$ cat config.mk
export PLATFORM = sky130hd
export DESIGN_NAME = pucch_seq_phase_gen
export DESIGN_NICKNAME = d
export VERILOG_FILES = /design/src/rtl/pucch_seq_phase_gen.sv
export SDC_FILE = /design/constraint.sdc
export NUM_CORES = 1
export LEC_CHECK = 0
export ABC_AREA = 1
export ABC_CLOCK_PERIOD_IN_PS = 5220
export CAP_MARGIN = 10
export CORE_MARGIN = 10
export CORE_UTILIZATION = 50
export DETAILED_ROUTE_END_ITERATION = 12
export PLACE_DENSITY_LB_ADDON = 0.2
export SETUP_SLACK_MARGIN = 0.15
export SYNTH_ARGS = -nofsm -noshare
export SYNTH_HDL_FRONTEND = slang
export SYNTH_SLANG_ARGS = --single-unit
$ cat constraint.sdc
create_clock -name i_clk -period 5.22 [get_ports i_clk]
set_input_delay 1.044 -clock i_clk [delete_from_list [all_inputs] [get_ports i_clk]]
set_output_delay 1.044 -clock i_clk [all_outputs]
set_load 0.01 [all_outputs]
$ cat src/rtl/pucch_seq_phase_gen.sv
// Sequential 24-point phase-index generator for the 12-element PUCCH
// low-PAPR sequence: k(n) = (3*phi(n) + 2*((m_tot*n) mod 12)) mod 24.
module pucch_seq_phase_gen #(
  parameter int unsigned SEQ_LEN = 12,
  parameter int unsigned PHI_W   = 3
) (
  input  logic                       i_clk,
  input  logic                       i_rst,
  input  logic                       i_start,
  input  logic [SEQ_LEN*PHI_W-1:0]   i_phi,
  input  logic [3:0]                 i_m0,
  input  logic [3:0]                 i_mcs,
  input  logic [7:0]                 i_ncs,
  input  logic                       i_ready,
  output logic                       o_valid,
  output logic [4:0]                 o_point_index,
  output logic [3:0]                 o_n,
  output logic                       o_last,
  output logic                       o_busy,
  output logic                       o_done
);

  localparam int unsigned VEC_W = SEQ_LEN * PHI_W;
  localparam int unsigned T_W   = 6;
  localparam logic [3:0]  LAST_N = 4'(SEQ_LEN - 1);

  typedef enum logic [1:0] {
    S_IDLE = 2'd0,
    S_CALC = 2'd1,
    S_RUN  = 2'd2,
    S_DONE = 2'd3
  } state_t;

  state_t             r_state;
  logic [VEC_W-1:0]   r_phi;
  logic [3:0]         r_m0;
  logic [3:0]         r_mcs;
  logic [7:0]         r_ncs;
  logic [3:0]         r_m_tot;
  logic [3:0]         r_acc;

  logic [8:0]         w_sum;
  logic [3:0]         w_m_tot;
  logic [3:0]         w_n_next;
  logic [4:0]         w_acc_sum;
  logic [3:0]         w_acc_next;
  logic [5:0]         w_shamt;
  logic [VEC_W-1:0]   w_phi_shift;
  logic [PHI_W-1:0]   w_phi_next;

  // Wrap 3*phi + 2*acc (range -9..31) into 0..23; illegal phi codes use the same arithmetic
  function automatic logic [4:0] k_calc(input logic [PHI_W-1:0] phi, input logic [3:0] acc);
    logic signed [T_W-1:0] p;
    logic signed [T_W-1:0] t;
    logic signed [T_W-1:0] k;
    p = $signed({{(T_W-PHI_W){phi[PHI_W-1]}}, phi});
    t = p + p + p + $signed({1'b0, acc, 1'b0});
    if (t < 0)
      k = t + 6'sd24;
    else if (t >= 6'sd24)
      k = t - 6'sd24;
    else
      k = t;
    return 5'(k);
  endfunction

  // Total cyclic shift, next element index, incremental accumulator and next phi entry
  always_comb begin
    w_sum       = 9'(r_m0) + 9'(r_mcs) + 9'(r_ncs);
    w_m_tot     = 4'(w_sum % 9'd12);
    w_n_next    = o_n + 4'd1;
    w_acc_sum   = 5'(r_acc) + 5'(r_m_tot);
    w_acc_next  = (w_acc_sum >= 5'd12) ? 4'(w_acc_sum - 5'd12) : 4'(w_acc_sum);
    w_shamt     = 6'(w_n_next) * 6'(PHI_W);
    w_phi_shift = r_phi >> w_shamt;
    w_phi_next  = w_phi_shift[PHI_W-1:0];
  end

  // Control FSM with registered beat outputs
  always_ff @(posedge i_clk or posedge i_rst) begin
    if (i_rst) begin
      r_state       <= S_IDLE;
      r_phi         <= '0;
      r_m0          <= '0;
      r_mcs         <= '0;
      r_ncs         <= '0;
      r_m_tot       <= '0;
      r_acc         <= '0;
      o_valid       <= 1'b0;
      o_point_index <= '0;
      o_n           <= '0;
      o_last        <= 1'b0;
      o_busy        <= 1'b0;
      o_done        <= 1'b0;
    end else begin
      case (r_state)
        S_IDLE: begin
          o_done <= 1'b0;
          if (i_start) begin
            r_phi   <= i_phi;
            r_m0    <= i_m0;
            r_mcs   <= i_mcs;
            r_ncs   <= i_ncs;
            o_busy  <= 1'b1;
            r_state <= S_CALC;
          end
        end
        S_CALC: begin
          r_m_tot       <= w_m_tot;
          r_acc         <= '0;
          o_n           <= '0;
          o_point_index <= k_calc(r_phi[PHI_W-1:0], 4'd0);
          o_last        <= 1'b0;
          o_valid       <= 1'b1;
          r_state       <= S_RUN;
        end
        S_RUN: begin
          if (o_valid && i_ready) begin
            if (o_n == LAST_N) begin
              o_valid <= 1'b0;
              o_last  <= 1'b0;
              o_done  <= 1'b1;
              r_state <= S_DONE;
            end else begin
              o_n           <= w_n_next;
              r_acc         <= w_acc_next;
              o_point_index <= k_calc(w_phi_next, w_acc_next);
              o_last        <= (w_n_next == LAST_N);
            end
          end
        end
        S_DONE: begin
          o_done  <= 1'b0;
          o_busy  <= 1'b0;
          r_state <= S_IDLE;
        end
        default: begin
          r_state <= S_IDLE;
        end
      endcase
    end
  end

endmodule
==> out/results.txt, run 1 <==
# Post-CTS Setup Buffers = 0
kind of launch point of the worst setup path = flop
initial antenna violation count = 0
clock tree buffer depth = 2
final-report hold violation count = 0
fin nets = 697
Slew @ Worst Pin = 834.2 ps
class of the worst hold path = flop to flop
Max VDD drop = 104.7 µV
YS warnings = 0
Synth async-reset ratio = 100.0%
flip-flop and latch count after synthesis = 75
Worst-Skew Late Latency = 350 ps
CTS sink cnt = 75
row count = 33
CP top delay family = adder cells
register area share after synthesis = 43.64%
P per Cell Area = 208.7 mW/mm²
Vert. Die Dim = 112.7 µm
vias per std cell = 5.085
IO buf count = 68
DIE AREA = 0.01271 mm²
ANT nets after route = 0
via count = 3666
initial drt markers = 180
CTS tree = done
share of layout cells above drive strength 1 = 6.981%
final setup violation count = 0
Max-cap violations = 0
final period utilization = 86.89%
wire length per cell = 13.97 µm
largest net degree at the start of global routing = 53
global-route wire length before repair = 17.06 mm
dominant synthesized flop cell = dfrtp_1
worst-path fanout max = 27
CP required = 5460 ps
# diodes = 0
hold-fix buffers at CTS = 0
most frequent CP cell = inv_1
die width = 112.7 µm
Leak = 2.773 nW
crit path buf inv count = 4
post-synth net total = 632
final hold slack = 488.5 ps
syn_area_per_cell = 7.876 µm²
CP cell instances = inv_1 -> ha_1 -> o21ai_0 -> o32ai_1 -> o211ai_1 -> nand2_1 -> inv_1 -> fa_1 -> inv_1 -> ha_1 -> fa_1 -> nor2_1 -> inv_1 -> or2_2 -> nand4_1 -> a21oi_1
CP Class = flop to flop
DRC errors left = 0
root buffer cell = clkbuf_8
fin. max-slew vios = 0
final wirelength = 10.07 mm
distinct cell type count after synthesis = 35
EDFF count, synth = 0
Gate Count Post-Synth = 546
clk_skew = 8.681 ps
final setup TNS = 0 ps
Arrival @ worst endpoint = 4780 ps
Netlist Area Pre-Place = 0.004300 mm²
global-route usage over all layers = 15.84%
unrepaired setup endpoints after global routing = no
FMAX = 0.2205 GHz
hpwl dp = 7.703 mm
gpl congestion = 0.8618
Clk pin slew, worst setup/hold paths = 80 ps
Starting Density = 51.82%
# IOs = 69
Layout fillers = 724
vias in the first global route = 3670
PostCTS Resize Cnt = 0
final critical-path required period = 4536 ps
grt ovf = 0
critical path endpoint category = flop
H-tree Lvls = 3
drt first pass iters = 4
CP peak stage delay = 820 ps
CTS Buf Count = 9
Critical-path top delay cell = dfrtp_1
Max-Slew Margin vs Limit = 44.30%
status = complete, no violations
area grow syn2layout = 22.69%
core area = 0.008299 mm²
==> kinds of logic after synthesis <==
kind of cell	after synthesis	synth area share, %
fa+ha+maj	30	10.47
mux	1	0.2328
flops	75	43.64
buf+inv	75	6.546
compound gates	71	9.485
xor+xnor	9	1.833
simple gates	285	27.79
==> tightest hold or removal path: stages, from the launching register on <==
cell and delay [ps]:
dfrtp_1 350, nand2_1 50, nand2_1 50
==> power by group <==
part	switching, mW	internal (mW)	total, mW
clock	0.240	0.228	0.468
sequential	0	0.580	0.580
combinational	0.0168	0.0360	0.0528
total	0.256	0.845	1.10
==> metrics by stage <==
step                utilization, %  instance area [µm²]  instances  power, mW  worst slack, ps
floorplan                        -                 4300        546     0.6005             1123
global placement             61.10                 5071        705     0.6457            940.6
detailed placement           61.10                 5071        705     0.6462            727.2
CTS                          63.58                 5276        721      1.110            715.4
global route                 63.58                 5276        721      1.142            291.7
finish                       63.58                 5276        721      1.101            684.3
==> area by class of cell <==
class | count | area (µm²) | share of cell area [%]
multi-input combinational | 396 | 2142 | 40.60
sequential | 75 | 1877 | 35.57
timing repair buffer | 71 | 703.2 | 13.33
tap | 105 | 131.4 | 2.490
clock buffer | 9 | 123.9 | 2.348
inverter | 58 | 217.7 | 4.126
clock inverter | 7 | 81.33 | 1.541
==> state kept, by name (all words and copies together), names as in the netlist, 4 cells and up <==
| name | cells |
|---|---|
| r_acc | 4 |
| r_ncs | 8 |
| o_point_index | 5 |
| o_n | 4 |
| r_m0 | 4 |
| r_m_tot | 4 |
| r_phi | 36 |
| r_mcs | 4 |
==> layer usage <==
metal  vias to the layer above  GRT usage, %  part of all wire, %
met4                         0         5.245                  1.0
met3                         8         4.173                  6.2
met2                       100         24.46                   46
li1                       1857             -                    -
met5                         -             0                    0
met1                      1701         21.08                   46
==> synthesized netlist by cell type, types with 2 or more instances <==
cell / n / area [µm²]
o22ai_1: 3 / 18.77
clkinv_1: 2 / 7.510
o32ai_1: 5 / 43.79
xor2_1: 6 / 52.55
xnor2_1: 3 / 26.28
nor2_1: 32 / 120.1
nand4_1: 5 / 31.28
a31oi_1: 3 / 18.77
ha_1: 20 / 250.2
nand2_2: 11 / 68.82
dfrtp_1: 75 / 1877
a21oi_1: 12 / 60.06
clkbuf_1: 16 / 60.06
inv_1: 55 / 206.5
or2_2: 2 / 12.51
nand2_1: 203 / 762.0
o21ai_0: 38 / 190.2
nand3_1: 23 / 115.1
nor2_2: 2 / 12.51
o211ai_1: 6 / 45.04
fa_1: 10 / 200.2
==> placed cells by master, fill, tap and decap left out, types with 4 or more instances in the layout <==
cell             Yosys  layout
nand2_1            203     203
dfrtp_1             75      75
clkdlybuf4s50_1      0      68
inv_1               55      54
o21ai_0             38      38
nor2_1              32      32
nand3_1             23      23
ha_1                20      20
a21oi_1             12      12
nand2_2             11      11
fa_1                10      10
clkbuf_8             0       9
xor2_1               6       6
o211ai_1             6       6
nand4_1              5       5
o32ai_1              5       5
inv_6                0       4
==> final timing paths <==
path                                  startpoint                            to  slack [ps]  cells after the start
setup reg to reg              o_n[0]$_DFFE_PP0P_  o_point_index[4]$_DFFE_PP0P_         680                     16
hold / removal             r_phi[34]$_DFFE_PP0P_         r_phi[34]$_DFFE_PP0P_         490                      2
max in group asynchronous                  i_rst           r_m0[3]$_DFFE_PP0P_        3090                      3
min in group asynchronous                  i_rst            o_busy$_DFFE_PP0P_        1180                      2
setup / recovery              o_n[0]$_DFFE_PP0P_  o_point_index[4]$_DFFE_PP0P_         680                     16
hold reg to reg            r_phi[34]$_DFFE_PP0P_         r_phi[34]$_DFFE_PP0P_         490                      2
No activity file was read; power rests on OpenSTA's default activity.
==> inputs of run 2 (changes only) <==
Settings changed: SETUP_SLACK_MARGIN 0.15 to 0.02.
==> results of run 2 <==
Same layout as run 1: the final DEF is identical, and so are final timing and power.
==> inputs of run 3 (changes only) <==
Settings changed: CORE_ASPECT_RATIO from default to 1.4, CORE_UTILIZATION 50 to 33, CTS_CLUSTER_DIAMETER from default to 50.
==> run 3 against run 2 <==
  * Register-to-register slack better by 420 ps
  * Clock power is 41% higher
  * Hold slack worse by 7.0 ps
  * Critical path depth is 1 higher
  * Design area is 3.1% higher
  * Critical path type unchanged
  * Largest cell class unchanged
  * Largest power group is now the clock network
  * Highest routed layer unchanged
==> out/results.txt, run 3 (same netlist as run 1, synthesis figures left out) <==
die width = 116.5 µm
hold-fix buffers at CTS = 0
PostCTS Resize Cnt = 0
row count = 49
via count = 3652
CP Class = flop to flop
Clk pin slew, worst setup/hold paths = 60 ps
drt first pass iters = 4
P per Cell Area = 238.1 mW/mm²
gpl congestion = 0.8151
final-report hold violation count = 0
H-tree Lvls = 3
ANT nets after route = 0
Leak = 2.825 nW
CTS tree = done
vias in the first global route = 3816
clock tree buffer depth = 2
FMAX = 0.2428 GHz
grt ovf = 0
Finished Layout Cells = 769
crit path from = o_n[0]$_DFFE_PP0P_
CTS Buf Count = 9
IO buf count = 68
hold path startpoint = r_phi[16]$_DFFE_PP0P_
overall power = 1.296 mW
CP required = 5450 ps
final period utilization = 78.89%
largest registers = r_phi: 36 flops, r_ncs: 8 flops, o_point_index: 5 flops
final setup violation count = 0
core area = 0.01281 mm²
Arrival @ worst endpoint = 4350 ps
Finished Cell Area = 0.005441 mm²
final critical-path required period = 4118 ps
CTS sink cnt = 75
DRC errors left = 0
status = complete, no violations
Max VDD drop = 147.0 µV
CP cell instances = buf_4 -> inv_1 -> ha_1 -> o21ai_0 -> o32ai_1 -> o211ai_1 -> nand2_1 -> inv_1 -> fa_1 -> inv_1 -> ha_1 -> fa_1 -> nor2_1 -> inv_1 -> or2_2 -> nand4_1 -> a21oi_1
Worst-Skew Late Latency = 350 ps
critical path endpoint category = flop
fin nets = 697
Vert. Die Dim = 155.1 µm
final wirelength = 10.94 mm
fin. max-slew vios = 0
Layout fillers = 1268
commonest non-fill, non-tap cell in the layout = nand2_1
root buffer cell = clkbuf_16
unrepaired setup endpoints after global routing = no
final setup TNS = 0 ps
r2r startpoint = o_n[0]$_DFFE_PP0P_
CP top delay family = adder cells
most frequent cells in the layout = nand2_1 (203), dfrtp_1 (75), clkdlybuf4s50_1 (68)
initial drt markers = 114
hpwl dp = 8.456 mm
worst-path fanout max = 27
CP peak stage delay = 670 ps
initial antenna violation count = 0
most frequent CP cell = inv_1
Slew @ Worst Pin = 1017 ps
Biggest register = r_phi
class of the worst hold path = flop to flop
Area after DPL = 0.005131 mm²
largest net degree at the start of global routing = 70
clk_skew = 8.763 ps
vias per std cell = 4.749
kind of launch point of the worst setup path = flop
# IOs = 69
max reg flops = 36
share of layout cells above drive strength 1 = 6.818%
Max-cap violations = 0
# diodes = 0
crit path buf inv count = 5
wire length per cell = 14.22 µm
Critical-path top delay cell = ha_1
area grow syn2layout = 26.53%
DIE AREA = 0.01806 mm²
global-route usage over all layers = 12.54%
Starting Density = 33.56%
Post-Place Cells = 753
global-route wire length before repair = 17.98 mm
# Post-CTS Setup Buffers = 0
Max-Slew Margin vs Limit = 32.10%
run 3: worst min-delay path, cell delays in order (launching register included):
cell,delay [ps]
dfrtp_1,340
nand2_1,60
nand2_1,50
run 3: final timing paths:
kind	end	slack, ps	cells past startpoint
setup / recovery	o_point_index[4]$_DFFE_PP0P_	1100	17
hold / removal	r_phi[16]$_DFFE_PP0P_	480	2
setup reg to reg	o_point_index[4]$_DFFE_PP0P_	1100	17
hold reg to reg	r_phi[16]$_DFFE_PP0P_	480	2
max in group asynchronous	o_n[0]$_DFFE_PP0P_	3030	3
min in group asynchronous	r_phi[10]$_DFFE_PP0P_	1180	2
run 3: layer usage:
metal | global-route usage, % | vias to the layer above | wire [µm]
li1 | - | 1863 | -
met1 | 13.54 | 1685 | 4477
met2 | 22.45 | 83 | 5729
met3 | 3.118 | 21 | 450
met4 | 5.200 | 0 | 279
met5 | 0 | - | 0
run 3: area by class of cell:
cell class,instances,area [µm²],share of cell area [%]
clock inverter,5,77.57,1.426
clock buffer,11,232.7,4.277
tap,153,191.4,3.518
multi-input combinational,396,2142,39.37
inverter,58,217.7,4.001
timing repair buffer,71,703.2,12.92
sequential,75,1877,34.49
run 3: report_power, final:
group	leakage (nW)	switching [mW]	internal (mW)	total [mW]
Combinational	1.73	0.0175	0.0361	0.0535
Clock	0.150	0.244	0.417	0.661
Sequential	0.949	0	0.581	0.581
Total	2.82	0.261	1.03	1.30
run 3: stage by stage:
step / hold WS (ps) / utilization, % / setup WS [ps]
2_1_floorplan: 443.6 / - / 1123
3_3_place_gp: 462.2 / 40.04 / 1271
3_5_place_dp: 465.9 / 40.04 / 1140
4_1_cts: 479.2 / 42.47 / 1131
5_1_grt: 506.3 / 42.47 / 733.0
6_report: 481.5 / 42.47 / 1102
